--- src/rtl/conv_mac_controller_pkg.sv ---
// Shared types and width helpers for the convolution MAC controller.
package conv_mac_controller_pkg;

  // Controller phases: idle, serial weight load, window streaming, pipeline drain.
  typedef enum logic [1:0] {
    IDLE  = 2'd0,
    LOAD  = 2'd1,
    RUN   = 2'd2,
    FLUSH = 2'd3
  } state_t;

  // Accumulator width: enough headroom that summing all lanes never overflows.
  function automatic int sum_width(input int data_width, input int lanes);
    return data_width + $clog2(lanes);
  endfunction

  // Width of a lane index; kept at least one bit for the single-lane case.
  function automatic int index_width(input int lanes);
    return (lanes > 1) ? $clog2(lanes) : 1;
  endfunction

endpackage

--- src/rtl/conv_mac_controller_lane_adder_tree.sv ---
// Combinational unsigned reduction of all product lanes into one wide sum.
module lane_adder_tree #(
  parameter int LANES      = 9,
  parameter int DATA_WIDTH = 32,
  parameter int SUM_WIDTH  = 36
) (
  input  logic [LANES*DATA_WIDTH-1:0] lanes,
  output logic [SUM_WIDTH-1:0]        sum
);

  // Zero-extend every lane to the full sum width before adding; synthesis
  // is free to rebalance the chain into a tree.
  always_comb begin
    sum = '0;
    for (int i = 0; i < LANES; i++) begin
      sum = sum + SUM_WIDTH'(lanes[i*DATA_WIDTH +: DATA_WIDTH]);
    end
  end

endmodule

--- src/rtl/conv_mac_controller.sv ---
// Convolution MAC controller: loads a KxK weight set serially, then streams
// pixel windows through an external lane multiplier and a 3-stage pipeline
// (pixel register, product capture, lane sum) with global backpressure.
module conv_mac_controller
  import conv_mac_controller_pkg::*;
#(
  parameter int  DATA_WIDTH  = 32,
  parameter int  KERNEL_SIZE = 3,
  localparam int N           = KERNEL_SIZE * KERNEL_SIZE,
  localparam int SUM_WIDTH   = sum_width(DATA_WIDTH, N)
) (
  input  logic                    clk,
  input  logic                    reset_n,
  input  logic                    start,
  input  logic [15:0]             num_windows,
  input  logic                    w_valid,
  output logic                    w_ready,
  input  logic [DATA_WIDTH-1:0]   w_data,
  input  logic                    win_valid,
  output logic                    win_ready,
  input  logic [N*DATA_WIDTH-1:0] win_data,
  output logic [N*DATA_WIDTH-1:0] mult_weights,
  output logic [N*DATA_WIDTH-1:0] mult_pixels,
  input  logic [N*DATA_WIDTH-1:0] mult_result,
  output logic                    out_valid,
  input  logic                    out_ready,
  output logic [SUM_WIDTH-1:0]    out_data,
  output logic                    busy,
  output logic                    done
);

  localparam int IDX_W = index_width(N);

  state_t                    state;
  state_t                    state_next;
  logic [15:0]               num_latched;
  logic [15:0]               win_count;
  logic [IDX_W-1:0]          w_idx;
  logic                      s1_valid;
  logic                      s2_valid;
  logic [N*DATA_WIDTH-1:0]   s2_products;
  logic [SUM_WIDTH-1:0]      lane_sum;

  logic advance;
  logic w_fire;
  logic win_fire;
  logic last_weight;
  logic last_window;
  logic drained;

  // The whole pipeline moves only when the output register can be emptied.
  assign advance     = !out_valid || out_ready;
  assign w_ready     = (state == LOAD);
  assign win_ready   = (state == RUN) && advance && (win_count < num_latched);
  assign w_fire      = w_valid && w_ready;
  assign win_fire    = win_valid && win_ready;
  assign last_weight = (w_idx == IDX_W'(N - 1));
  assign last_window = ((win_count + 16'd1) == num_latched);
  assign drained     = !s1_valid && !s2_valid && !out_valid;

  // State register.
  always_ff @(posedge clk or negedge reset_n) begin
    if (!reset_n) begin
      state <= IDLE;
    end else begin
      // NOTE: non-blocking assignment so every flop samples pre-edge values.
      state <= state_next;
    end
  end

  // Next-state decode plus the state-derived status outputs.
  always_comb begin
    // NOTE: defaults first so no path leaves a signal unassigned (no latch).
    state_next = state;
    done       = 1'b0;
    busy       = (state != IDLE);
    case (state)
      IDLE:  if (start) state_next = LOAD;
      LOAD:  if (w_fire && last_weight)
               state_next = (num_latched == 16'd0) ? FLUSH : RUN;
      RUN:   if (win_fire && last_window) state_next = FLUSH;
      FLUSH: if (drained) begin
               state_next = IDLE;
               done       = 1'b1;
             end
      default: state_next = IDLE;
    endcase
  end

  // Job setup and serial weight load; weights stay put until the next load.
  always_ff @(posedge clk or negedge reset_n) begin
    if (!reset_n) begin
      num_latched  <= '0;
      w_idx        <= '0;
      // NOTE: the weight bank is cleared on reset because it drives an output
      // that must read zero out of reset; plain storage would not need it.
      mult_weights <= '0;
    end else begin
      if (state == IDLE && start) begin
        num_latched <= num_windows;
        w_idx       <= '0;
      end
      if (w_fire) begin
        mult_weights[w_idx*DATA_WIDTH +: DATA_WIDTH] <= w_data;
        w_idx <= last_weight ? '0 : w_idx + IDX_W'(1);
      end
    end
  end

  // Stage 1: register the accepted window onto the multiplier pixel inputs.
  always_ff @(posedge clk or negedge reset_n) begin
    if (!reset_n) begin
      s1_valid    <= 1'b0;
      mult_pixels <= '0;
      win_count   <= '0;
    end else if (state == IDLE && start) begin
      win_count <= '0;
    end else if (advance) begin
      s1_valid <= win_fire;
      if (win_fire) begin
        mult_pixels <= win_data;
        win_count   <= win_count + 16'd1;
      end
    end
  end

  // Stage 2: capture the external per-lane products.
  always_ff @(posedge clk or negedge reset_n) begin
    if (!reset_n) begin
      s2_valid    <= 1'b0;
      s2_products <= '0;
    end else if (advance) begin
      s2_valid <= s1_valid;
      if (s1_valid) s2_products <= mult_result;
    end
  end

  lane_adder_tree #(
    .LANES      (N),
    .DATA_WIDTH (DATA_WIDTH),
    .SUM_WIDTH  (SUM_WIDTH)
  ) u_lane_adder_tree (
    .lanes (s2_products),
    .sum   (lane_sum)
  );

  // Stage 3: register the window dot product; holds while the sink stalls.
  always_ff @(posedge clk or negedge reset_n) begin
    if (!reset_n) begin
      out_valid <= 1'b0;
      out_data  <= '0;
    end else if (advance) begin
      out_valid <= s2_valid;
      if (s2_valid) out_data <= lane_sum;
    end
  end

endmodule

--- config.mk ---
export PLATFORM = sky130hd
export DESIGN_NAME = conv_mac_controller
export DESIGN_NICKNAME = d
export VERILOG_FILES = /design/src/rtl/conv_mac_controller_pkg.sv /design/src/rtl/conv_mac_controller_lane_adder_tree.sv /design/src/rtl/conv_mac_controller.sv
export SDC_FILE = /design/constraint.sdc
export NUM_CORES = 2
export LEC_CHECK = 0
export ABC_AREA = 1
export CAP_MARGIN = 25
export CORE_AREA = 2 2 479 481
export DETAILED_ROUTE_END_ITERATION = 6
export DIE_AREA = 0 0 481 483
export DONT_BUFFER_PORTS = 1
export REMOVE_ABC_BUFFERS = 1
export SYNTH_ARGS = -nofsm -noshare
export SYNTH_HDL_FRONTEND = slang
export SYNTH_SLANG_ARGS = --single-unit
--- constraint.sdc ---
create_clock -name clk -period 11.1 [get_ports clk]
set_clock_uncertainty 0.1 [all_clocks]
set_input_delay 2.22 -clock clk [delete_from_list [all_inputs] [get_ports clk]]
set_output_delay 2.22 -clock clk [all_outputs]
set_load 0.005 [all_outputs]
==> out/results.tsv <==
metric	value	unit
yosys.area.top_type	dfrtp_1	
drv_cap	0	
cp-start-kind	flip-flop	
finalInstanceArea	52400	um^2
reg2reg_depth	30	
place_congestion	0.971	
r2r_setup_slack	2.98	ns
place_area	48300	um^2
io_pins	1247	
post_cts_buffers	0	
worstSetupPathType	flip-flop to flip-flop	
initial_core_util	19.9	%
syn_avg_cell_area	9.70	um^2
synthTopCellsByArea	dfrtp_1 (52%), nand2_1 (12%), fa_1 (8.5%)	
yosysSeqAreaShare	52.3	%
crit_path_end_kind	flip-flop	
synth_ff_type	dfrtp_1	
final_max_slew_viol_count	0	
critPathTopFamily	simple AND/OR/NAND/NOR gates	
multi_input_area	19000	um^2
wl	238000	um
cts_sinks	941	
hold_class	flip-flop to flip-flop	
setup_tns	0	ns
rsz0062_at_grt	false	
min_path_cells	1	
cts_tree	built	
port_buffers	0	
utilization	23.1	%
synth.top_cell.area_share	52.3	%
synthDistinctLibCells	50	
status	finished clean	
slowest_delay	0.89	ns
vias	34300	
grt_pass1_vias	34400	
drtIter0Drc	2681	
fin_nets	5516	
die-area	232000	um^2
drc	0	
cts_made_buffers	116	
min_from	s2_products[55]	
setup_viol	0	
clk_pin_slew_worst_paths	0.06	ns
crit_path_frequent_cell	nand2_1	
core-area	227000	um^2
ctsResizeCount	0	
worst_slew_pin_slew	1.14	ns
worst_path_max_delay_cell	nor3_1	
ys_warn_count	0	
fp-row-count	175	
num-fill-cells	24600	
ctsHoldBuffers	0	
async_flop_share	100	%
die-width	481	um
synthCells	4644	
grt_max_degree	252	
viasPerCell	4.43	
first_pass_iters	6	
routedWlPerCell	30.7	um
grt_pass1_wl	316000	um
hold_viol_final	0	
finalCritPeriodShare	73.2	%
cts_root_buf	clkbuf_16	
synth-edff-count	0	
path_buf_inv	4	
ys_ff_latch	941	
worstReg2RegEnd	out_data[26]	
cp.depth	30	
die_y	483	um
grt_usage	20.0	%
htreeDepth	3	
critical_path_arrival	8.71	ns
clock_latency	0.72	ns
drive_above_1_share	10.6	%
critPathRequiredTime	11.69	ns
ant_nets	0	
whs_endpoint	s2_products[55]	
antenna_found_initial	184	
gr-total-overflow	0	
synth_area	45100	um^2
syn_to_final_growth	16.3	%
dp_hpwl	195000	um
slew_headroom	23.1	%
timing.rr.start	s2_products[2]	
cts_buffer_depth	3	
period_needed	8.12	ns
regArea	23500	um^2
fmax	123	MHz
cp_max_fo	5	
state kept, by name, indices dropped and copies added, names as in the netlist:
signal        count
mult_pixels     288
mult_weights    288
s2_products     288
out_data         36
num_latched      16
win_count        16
w_idx             4
state             2
out_valid         1
s1_valid          1
s2_valid          1
metal layers:
layer | share of wire [%] | track usage, % | vias up
li1 | - | - | 14800
met2 | 44 | 30.8 | 1685
met3 | 12 | 9.68 | 490
met5 | 0.39 | 0 | -
met4 | 5.1 | 8.74 | 144
met1 | 39 | 23.6 | 17100
layout make-up:
| cell class | count | area share (%) |
|---|---|---|
| repair buffers | 37 | 0.864 |
| inverters | 421 | 3.03 |
| multi-input cells | 3083 | 36.3 |
| flip-flops and latches | 941 | 44.9 |
| clock inverters | 51 | 1.32 |
| well taps | 3009 | 7.19 |
| clock buffers | 155 | 6.13 |
| diodes | 48 | 0.229 |
Yosys cell counts, drive strengths merged, types with 2 or more instances:
cell type	instances
nand4	17
o211ai	4
fa	192
nand3b	7
clkinv	4
a31oi	52
xnor2	19
nor4	6
o221ai	2
a21o	7
buf	100
o41ai	38
clkbuf	99
inv	417
nand2	1485
dfrtp	941
o21bai	6
o21ai	224
nor3	16
a211oi	2
a21oi	291
o21a	9
xor2	30
nor2	278
o22ai	14
ha	94
or2	5
nand3	70
a21boi	4
mux2	205
kinds of logic after synthesis:
group                      Yosys count  synth area share [%]
and+or+nand+nor                   1886                  16.4
DFF                                941                  52.3
AOI/OAI and AO/OA                  657                  8.47
buffers and inverters              620                  5.61
adders and majority gates          286                  11.1
muxes                              205                  5.12
xor gates and xnor gates            49                 0.969
worst max-delay path by stage:
stage	start	endpoint	slack [ns]
finish	s2_products[2]	out_data[26]	2.98
floorplan	out_ready	win_count[14]	-3.70
global placement	s2_products[2]	out_data[26]	3.21
detailed placement	s2_products[2]	out_data[26]	3.32
CTS	s2_products[2]	out_data[26]	3.24
global route	s2_products[34]	out_data[26]	2.67
cell usage in the layout, fill, tap and decap left out, types with 11 or more instances in the layout:
cell type,count
nand2_1,1475
dfrtp_1,941
inv_1,408
a21oi_1,291
nor2_1,268
mux2_2,205
fa_1,192
o21ai_0,189
clkbuf_16,116
ha_1,93
nand3_1,70
a31oi_1,52
diode_2,48
o21ai_1,34
xor2_1,30
o41ai_2,27
buf_4,26
clkbuf_1,23
xnor2_1,18
clkinv_2,17
nand4_1,16
clkbuf_8,16
o22ai_1,14
nor3_1,13
o41ai_1,11
clkinvlp_4,11
stage by stage:
stage	worst slack (ns)	instances	hold WS, ns
global route	2.67	7717	0.429
global placement	3.21	7486	0.391
detailed placement	3.32	7487	0.396
finish	2.98	7745	0.407
CTS	3.24	7693	0.411
floorplan	-3.70	4445	0.343
Power is not shown: default switching activity piles up to over one toggle a cycle in this logic, so the estimate is an artifact.
